[src/rtl/uart_pkg.sv]
// uart_pkg: shared types and default constants for the UART receive controller.
package uart_pkg;
  typedef enum logic [1:0] {OFF, RUN, FLUSH} rx_ctrl_state_e;
  localparam int RX_DATA_W = 8;
  localparam int RX_FIFO_DEPTH = 16;
  localparam int RX_RTS_HI = 14;
  localparam int RX_RTS_LO = 8;
  localparam int RX_TIMEOUT_TICKS = 640;
  typedef struct packed {
    logic perr;
    logic [RX_DATA_W-1:0] data;
  } rx_entry_t;
endpackage

[src/rtl/uart_rx_ctrl_if.sv]
// uart_rx_ctrl_if: receiver character input and FIFO read/status bundle.
interface uart_rx_ctrl_if #(
  parameter int DATA_W = 8,
  parameter int CW = 5
);
  logic rx_done_i;
  logic [DATA_W-1:0] rx_data_i;
  logic parity_error_i;
  logic rd_en_i;
  logic [DATA_W-1:0] rd_data_o;
  logic rd_perr_o;
  logic [CW-1:0] count_o;
  logic empty_o;
  logic full_o;
  modport master (
    output rx_done_i, rx_data_i, parity_error_i, rd_en_i,
    input rd_data_o, rd_perr_o, count_o, empty_o, full_o
  );
  modport slave (
    input rx_done_i, rx_data_i, parity_error_i, rd_en_i,
    output rd_data_o, rd_perr_o, count_o, empty_o, full_o
  );
endinterface

[src/rtl/uart_rx_fifo.sv]
// uart_rx_fifo: synchronous first-word-fall-through FIFO; a push into a full FIFO is taken only alongside a pop.
module uart_rx_fifo
  import uart_pkg::*;
#(
  parameter int DEPTH = RX_FIFO_DEPTH,
  parameter type entry_t = rx_entry_t,
  localparam int AW = $clog2(DEPTH),
  localparam int CW = AW + 1
) (
  input  logic clk,
  input  logic rst,
  input  logic push,
  input  logic pop,
  input  logic clear,
  input  entry_t din,
  output entry_t dout,
  output logic [CW-1:0] count,
  output logic empty,
  output logic full
);
  entry_t mem_q [DEPTH];
  logic [AW-1:0] wr_q, wr_d, rd_q, rd_d;
  logic [CW-1:0] cnt_q, cnt_d;
  logic do_push, do_pop;
  always_comb begin
    do_pop = pop & ~empty;
    do_push = push & (~full | do_pop);
    wr_d = clear ? '0 : wr_q + AW'(do_push);
    rd_d = clear ? '0 : rd_q + AW'(do_pop);
    cnt_d = clear ? '0 : cnt_q + CW'(do_push) - CW'(do_pop);
  end
  always_ff @(posedge clk) begin
    if (rst) begin
      wr_q <= '0;
      rd_q <= '0;
      cnt_q <= '0;
    end else begin
      wr_q <= wr_d;
      rd_q <= rd_d;
      cnt_q <= cnt_d;
    end
  end
  always_ff @(posedge clk) begin
    if (do_push) mem_q[wr_q] <= din;
  end
  assign dout = mem_q[rd_q];
  assign count = cnt_q;
  assign empty = cnt_q == '0;
  assign full = cnt_q == CW'(DEPTH);
endmodule

[src/rtl/uart_rx_ctrl.sv]
// uart_rx_ctrl: receive FIFO, sticky status, RTS hysteresis and interrupt for the UART receiver.
// Optional idle timeout built when UART_RX_TIMEOUT_EN is defined.
module uart_rx_ctrl
  import uart_pkg::*;
#(
  parameter int FIFO_DEPTH = RX_FIFO_DEPTH,
  parameter int DATA_W = RX_DATA_W,
  parameter int RTS_HI = RX_RTS_HI,
  parameter int RTS_LO = RX_RTS_LO,
  parameter int TIMEOUT_TICKS = RX_TIMEOUT_TICKS,
  localparam int CW = $clog2(FIFO_DEPTH) + 1
) (
  input  logic clk,
  input  logic rst,
  input  logic rx_en_i,
  input  logic flush_i,
  input  logic rx_tick_i,
  input  logic [CW-1:0] fifo_thr_i,
  input  logic clr_overrun_i,
  input  logic clr_perr_i,
  output logic overrun_o,
  output logic parity_err_o,
  output logic timeout_o,
  output logic irq_o,
  output logic rts_n_o,
  uart_rx_ctrl_if.slave bus
);
  typedef struct packed {
    logic perr;
    logic [DATA_W-1:0] data;
  } entry_t;
  rx_ctrl_state_e state_q, state_d;
  logic overrun_q, overrun_d, perr_q, perr_d, rts_q, rts_d;
  logic push, pop;
  entry_t din, head;
  logic [CW-1:0] thr;
  uart_rx_fifo #(.DEPTH(FIFO_DEPTH), .entry_t(entry_t)) u_fifo (
    .clk(clk),
    .rst(rst),
    .push(push),
    .pop(pop),
    .clear(state_q == FLUSH),
    .din(din),
    .dout(head),
    .count(bus.count_o),
    .empty(bus.empty_o),
    .full(bus.full_o)
  );
  always_comb begin
    state_d = flush_i ? FLUSH : rx_en_i ? RUN : OFF;
    push = (state_q == RUN) & bus.rx_done_i;
    pop = bus.rd_en_i & (state_q != FLUSH);
    din = '{perr: bus.parity_error_i, data: bus.rx_data_i};
    // a pop from a full FIFO always succeeds, so it alone rescues the push
    overrun_d = (push & bus.full_o & ~pop) | (overrun_q & ~clr_overrun_i);
    perr_d = (push & bus.parity_error_i) | (perr_q & ~clr_perr_i);
    rts_d = (state_q == OFF) | (bus.count_o >= CW'(RTS_HI)) | (rts_q & (bus.count_o >= CW'(RTS_LO)));
    thr = (fifo_thr_i == '0) ? CW'(1) : fifo_thr_i;
  end
  always_ff @(posedge clk) begin
    if (rst) begin
      state_q <= OFF;
      overrun_q <= 1'b0;
      perr_q <= 1'b0;
      rts_q <= 1'b1;
    end else begin
      state_q <= state_d;
      overrun_q <= overrun_d;
      perr_q <= perr_d;
      rts_q <= rts_d;
    end
  end
`ifdef UART_RX_TIMEOUT_EN
  localparam int TW = $clog2(TIMEOUT_TICKS + 1);
  logic [TW-1:0] tcnt_q, tcnt_d;
  logic timeout_q, timeout_d, do_pop;
  always_comb begin
    do_pop = pop & ~bus.empty_o;
    tcnt_d = (state_q != RUN || bus.empty_o || push || do_pop) ? '0 :
             (rx_tick_i && tcnt_q != TW'(TIMEOUT_TICKS)) ? tcnt_q + 1'b1 : tcnt_q;
    timeout_d = (do_pop || state_q == FLUSH) ? 1'b0 :
                (tcnt_d == TW'(TIMEOUT_TICKS)) ? 1'b1 : timeout_q;
  end
  always_ff @(posedge clk) begin
    if (rst) begin
      tcnt_q <= '0;
      timeout_q <= 1'b0;
    end else begin
      tcnt_q <= tcnt_d;
      timeout_q <= timeout_d;
    end
  end
  assign timeout_o = timeout_q;
`else
  logic unused_timeout;
  assign unused_timeout = rx_tick_i ^ (TIMEOUT_TICKS == 0);
  assign timeout_o = 1'b0;
`endif
  assign bus.rd_data_o = head.data;
  assign bus.rd_perr_o = head.perr;
  assign overrun_o = overrun_q;
  assign parity_err_o = perr_q;
  assign rts_n_o = rts_q;
  assign irq_o = (bus.count_o >= thr) | overrun_q | perr_q | timeout_o;
endmodule

[src/flat_wrapper.sv]
// flat-port wrapper written by rule: the top's interface ports become plain ports
module uart_rx_ctrl_flat import uart_pkg::*;
#(
  parameter int FIFO_DEPTH = RX_FIFO_DEPTH,
  parameter int DATA_W = RX_DATA_W,
  parameter int RTS_HI = RX_RTS_HI,
  parameter int RTS_LO = RX_RTS_LO,
  parameter int TIMEOUT_TICKS = RX_TIMEOUT_TICKS,
  localparam int CW = $clog2(FIFO_DEPTH) + 1
)
  (clk, rst, rx_en_i, flush_i, rx_tick_i, fifo_thr_i, clr_overrun_i, clr_perr_i, overrun_o, parity_err_o, timeout_o, irq_o, rts_n_o, bus_rx_done_i, bus_rx_data_i, bus_parity_error_i, bus_rd_en_i, bus_rd_data_o, bus_rd_perr_o, bus_count_o, bus_empty_o, bus_full_o);
  uart_rx_ctrl_if #(.DATA_W(DATA_W), .CW(5)) bus_i ();
  input  logic clk;
  input  logic rst;
  input  logic rx_en_i;
  input  logic flush_i;
  input  logic rx_tick_i;
  input  logic [CW-1:0] fifo_thr_i;
  input  logic clr_overrun_i;
  input  logic clr_perr_i;
  output logic overrun_o;
  output logic parity_err_o;
  output logic timeout_o;
  output logic irq_o;
  output logic rts_n_o;
  input wire logic [$bits(bus_i.rx_done_i)-1:0] bus_rx_done_i;
  input wire logic [$bits(bus_i.rx_data_i)-1:0] bus_rx_data_i;
  input wire logic [$bits(bus_i.parity_error_i)-1:0] bus_parity_error_i;
  input wire logic [$bits(bus_i.rd_en_i)-1:0] bus_rd_en_i;
  output wire logic [$bits(bus_i.rd_data_o)-1:0] bus_rd_data_o;
  output wire logic [$bits(bus_i.rd_perr_o)-1:0] bus_rd_perr_o;
  output wire logic [$bits(bus_i.count_o)-1:0] bus_count_o;
  output wire logic [$bits(bus_i.empty_o)-1:0] bus_empty_o;
  output wire logic [$bits(bus_i.full_o)-1:0] bus_full_o;
  assign bus_i.rx_done_i = bus_rx_done_i;
  assign bus_i.rx_data_i = bus_rx_data_i;
  assign bus_i.parity_error_i = bus_parity_error_i;
  assign bus_i.rd_en_i = bus_rd_en_i;
  assign bus_rd_data_o = bus_i.rd_data_o;
  assign bus_rd_perr_o = bus_i.rd_perr_o;
  assign bus_count_o = bus_i.count_o;
  assign bus_empty_o = bus_i.empty_o;
  assign bus_full_o = bus_i.full_o;
  uart_rx_ctrl #(.FIFO_DEPTH(FIFO_DEPTH), .DATA_W(DATA_W), .RTS_HI(RTS_HI), .RTS_LO(RTS_LO), .TIMEOUT_TICKS(TIMEOUT_TICKS)) u_core (.clk(clk), .rst(rst), .rx_en_i(rx_en_i), .flush_i(flush_i), .rx_tick_i(rx_tick_i), .fifo_thr_i(fifo_thr_i), .clr_overrun_i(clr_overrun_i), .clr_perr_i(clr_perr_i), .overrun_o(overrun_o), .parity_err_o(parity_err_o), .timeout_o(timeout_o), .irq_o(irq_o), .rts_n_o(rts_n_o), .bus(bus_i));
endmodule
[config.mk]
export PLATFORM = sky130hd
export DESIGN_NAME = uart_rx_ctrl_flat
export DESIGN_NICKNAME = d
export VERILOG_FILES = /design/src/rtl/uart_pkg.sv /design/src/rtl/uart_rx_ctrl_if.sv /design/src/rtl/uart_rx_fifo.sv /design/src/rtl/uart_rx_ctrl.sv /design/src/flat_wrapper.sv
export SDC_FILE = /design/constraint.sdc
export NUM_CORES = 1
export LEC_CHECK = 0
export ABC_AREA = 1
export CAP_MARGIN = 10
export CORE_ASPECT_RATIO = 1.1
export CORE_MARGIN = 1
export CORE_UTILIZATION = 45
export DETAILED_ROUTE_END_ITERATION = 6
export GPL_ROUTABILITY_DRIVEN = 1
export GPL_TIMING_DRIVEN = 0
export PLACE_DENSITY = 0.66
export SLEW_MARGIN = 20
export SYNTH_ARGS = -nofsm -noshare
export SYNTH_HDL_FRONTEND = slang
export SYNTH_SLANG_ARGS = --single-unit
[constraint.sdc]
create_clock -name clk -period 1.9 [get_ports clk]
set_input_delay 0.38 -clock clk [delete_from_list [all_inputs] [get_ports clk]]
set_output_delay 0.38 -clock clk [all_outputs]
set_load 0.01 [all_outputs]
==> load_flow_metrics.sql <==
INSERT INTO impl_metrics (metric_group, metric, value, unit) VALUES
('cells_and_area', 'antenna_cells_inserted', '0', ''),
('power', 'max-vdd-ir-drop', '730', 'uV'),
('timing', 'finalHoldWorstSlack', '488', 'ps'),
('route', 'first_pass_iters', '7', ''),
('timing', 'slew_headroom', '38.3', '%'),
('clock_network', 'clock-root-buffer', 'sky130_fd_sc_hd__clkbuf_16', ''),
('power', 'power_frac_comb', '27.6', '%'),
('setup_path', 'critPathLaunchType', 'flop', ''),
('timing', 'worstMarginPinSlew', '923', 'ps'),
('timing', 'finalCritPeriodShare', '114', '%'),
('setup_path', 'cp.required', '1520', 'ps'),
('placed_design', 'postPlaceCellArea', '8130', 'um2'),
('floorplan', 'fp.dieW', '124', 'um'),
('synthesis', 'syn_avg_cell_area', '9.91', 'um2'),
('timing', 'worst_clock_skew', '7.82', 'ps'),
('clock_network', 'clkLatencyLatePin', '440', 'ps'),
('clock_network', 'cts_max_level', '4', ''),
('route', 'dr.first_iter.drc_count', '570', ''),
('floorplan', 'row_count', '48', ''),
('power', 'pwr-share-clk', '32.6', '%'),
('timing', 'setup-tns-final', '-3020', 'ps'),
('timing', 'period_minus_slack', '2170', 'ps'),
('flow_run', 'cap_violations', '0', ''),
('power', 'power.switching_fraction', '29.1', '%'),
('global_route', 'number_of_global_route_vias_before_repair', '5474', ''),
('worst_hold_path', 'hold_path.startpoint', 'rx_en_i', ''),
('placed_design', 'dp_hpwl', '12300', 'um'),
('synthesis', 'synth.yosys.warnings', '0', ''),
('global_route', 'grt_antenna_before_repair', '0', ''),
('cells_and_area', 'layout.cells.most_common_list', 'sky130_fd_sc_hd__nand2_1, sky130_fd_sc_hd__edfxtp_1, sky130_fd_sc_hd__inv_1, sky130_fd_sc_hd__nand3_1, sky130_fd_sc_hd__nand3_2', ''),
('synthesis', 'synth_cell_type_count', '30', ''),
('clock_network', 'cts_made_buffers', '17', ''),
('timing', 'setup_viol', '15', ''),
('clock_network', 'ctsLongestPathBuffers', '2', ''),
('power', 'power_frac_seq', '39.7', '%'),
('floorplan', 'die_area', '16900', 'um2'),
('setup_path', 'worst_setup_path_startpoint', 'u_core.u_fifo.rd_q[0]', ''),
('cells_and_area', 'area_grow_syn2layout', '33.7', '%'),
('timing', 'timing.fmax', '460', 'MHz'),
('outcome', 'status', 'finished, violations left', ''),
('clock_network', 'cts-hold-fix-buffers', '0', ''),
('route', 'drc', '0', ''),
('floorplan', 'die-height', '136', 'um'),
('timing', 'slew_violations', '0', ''),
('floorplan', 'ioPinCount', '44', ''),
('power', 'power.switching', '2950', 'uW'),
('clock_network', 'clock_sinks', '162', ''),
('route', 'total_number_of_vias', '5584', ''),
('placed_design', 'routabilityCongestion', '0.870', ''),
('synthesis', 'postSynthRegisterBits', '162', ''),
('cells_and_area', 'post_route_cells_drive_above_1_share', '27.8', '%'),
('worst_hold_path', 'hp-class', 'input port to flop', ''),
('placed_design', 'io_buffer_count', '41', ''),
('global_route', 'pin_count_of_the_biggest_net_entering_global_routing', '18', ''),
('setup_path', 'crit-reg2reg-launch', 'u_core.u_fifo.count[2]', ''),
('floorplan', 'floorplan.initialDensity', '46.4', '%'),
('route', 'routed_via_density', '5.29', ''),
('global_route', 'overflow', '0', ''),
('route', 'drt.antenna.violating_nets', '0', ''),
('floorplan', 'core_area', '15900', 'um2'),
('placed_design', 'detailedPlace.worstSlack', '-774', 'ps'),
('cells_and_area', 'mostFrequentLayoutCell', 'sky130_fd_sc_hd__nand2_1', ''),
('route', 'wl_per_cell', '19.0', 'um'),
('timing', 'worst_slack', '-272', 'ps'),
('cells_and_area', 'layout.nets', '883', ''),
('synthesis', 'synth-seq-area-share', '63.7', '%'),
('outcome', 'violations', 'setup timing', ''),
('route', 'routed_wirelength', '20000', 'um'),
('synthesis', 'syn_inst', '742', ''),
('setup_path', 'worst_ep_arrival_time', '1790', 'ps'),
('synthesis', 'synth_area', '7350', 'um2');
what timing repair did:
item,in CTS,in global routing
gates resized for setup,186,48
hold endpoints to repair,0,0
buffers inserted,20,16
cloned,3,1
pin swaps,39,33
endpoints found under the setup margin,151,120
metrics by stage:
step           util [%]  std cells  power [uW]
2_1_floorplan         -        742        5340
3_3_place_gp       51.2        983        6060
3_5_place_dp       51.3        984        6150
4_1_cts            59.1       1038        9910
5_1_grt            62.0       1055       10500
6_report           62.0       1055       10200
worst max-delay path: stages, from the launching register on:
cell and delay (ps):
sky130_fd_sc_hd__dfxtp_4 390, sky130_fd_sc_hd__buf_12 180, sky130_fd_sc_hd__inv_16 60, sky130_fd_sc_hd__buf_12 150, sky130_fd_sc_hd__nand2_1 70, sky130_fd_sc_hd__nand3_2 90
sky130_fd_sc_hd__nand3_2 100, sky130_fd_sc_hd__nand3_2 100, sky130_fd_sc_hd__nand2_2 80, sky130_fd_sc_hd__buf_2 120
synth_stat cells, drive strengths merged:
cell type | count | share of area, %
clkbuf | 2 | 0.10
nand3 | 117 | 8.0
a41o | 1 | 0.14
clkinv | 1 | 0.051
o2111ai | 1 | 0.12
nor3 | 12 | 0.82
nor3b | 1 | 0.10
o211ai | 1 | 0.10
dfxtp | 18 | 4.9
conb | 1 | 0.051
ha | 17 | 2.9
o21ai | 3 | 0.20
or2 | 1 | 0.085
nand2 | 214 | 11
edfxtp | 144 | 59
a21oi | 8 | 0.65
fa | 1 | 0.27
buf | 27 | 2.7
nor4 | 1 | 0.085
and3 | 1 | 0.085
inv | 144 | 7.4
xnor2 | 2 | 0.24
nor2 | 24 | 1.3
final timing paths:
check	end	slack, ps	depth (start not counted)
max	bus_rd_data_o[2]	-270	9
min	u_core.state_q[0]	490	3
max reg2reg	u_core.u_fifo.count[4]	-260	17
min reg2reg	u_core.overrun_o	510	2
power groups by stage:
stage	combinational [uW]	clock [uW]	sequential [uW]
finish	2810	3320	4040
CTS	2550	3310	4040
global placement	1960	0	4090
floorplan	1250	0	4090
global route	3030	3460	4050
detailed placement	2050	0	4100
cell families (layout without fill, tap and decap cells):
| group | Yosys count | in the layout | synth area share (%) |
|---|---|---|---|
| compound gates | 14 | 14 | 1.21 |
| flops | 162 | 162 | 63.7 |
| buf+inv | 174 | 287 | 10.2 |
| simple gates | 371 | 371 | 21.4 |
| fa+ha+maj | 18 | 18 | 3.17 |
| other cells | 1 | 1 | 0.0510 |
| xor+xnor | 2 | 2 | 0.238 |
cell type report:
class | count | area (um2) | share of cell area [%]
Buffer | 28 | 329 | 3.35
Clock buffer | 25 | 475 | 4.84
Clock inverter | 7 | 85.1 | 0.866
Inverter | 145 | 576 | 5.86
Multi-Input combinational cell | 406 | 2500 | 25.4
Sequential cell | 162 | 4710 | 47.9
Tap cell | 200 | 250 | 2.55
Timing Repair Buffer | 81 | 896 | 9.11
Timing Repair inverter | 1 | 11.3 | 0.115
registers in the layout, indices dropped and copies added, names as in the netlist:
register / count
u_core.parity_err_o: 1
u_core.u_fifo.wr_q: 4
u_core.u_fifo.mem_q: 144
u_core.overrun_o: 1
u_core.u_fifo.rd_q: 4
u_core.rts_n_o: 1
u_core.u_fifo.count: 5
u_core.state_q: 2
routing by layer:
| metal | vias to the layer above | share of wire, % | global-route usage (%) |
|---|---|---|---|
| met5 | - | 0 | 0 |
| met4 | 0 | 3.4 | 10.5 |
| met3 | 49 | 8.3 | 5.33 |
| met2 | 270 | 50 | 42.0 |
| met1 | 2672 | 38 | 31.2 |
| li1 | 2593 | - | - |
Power figures use the tool's default switching activity.
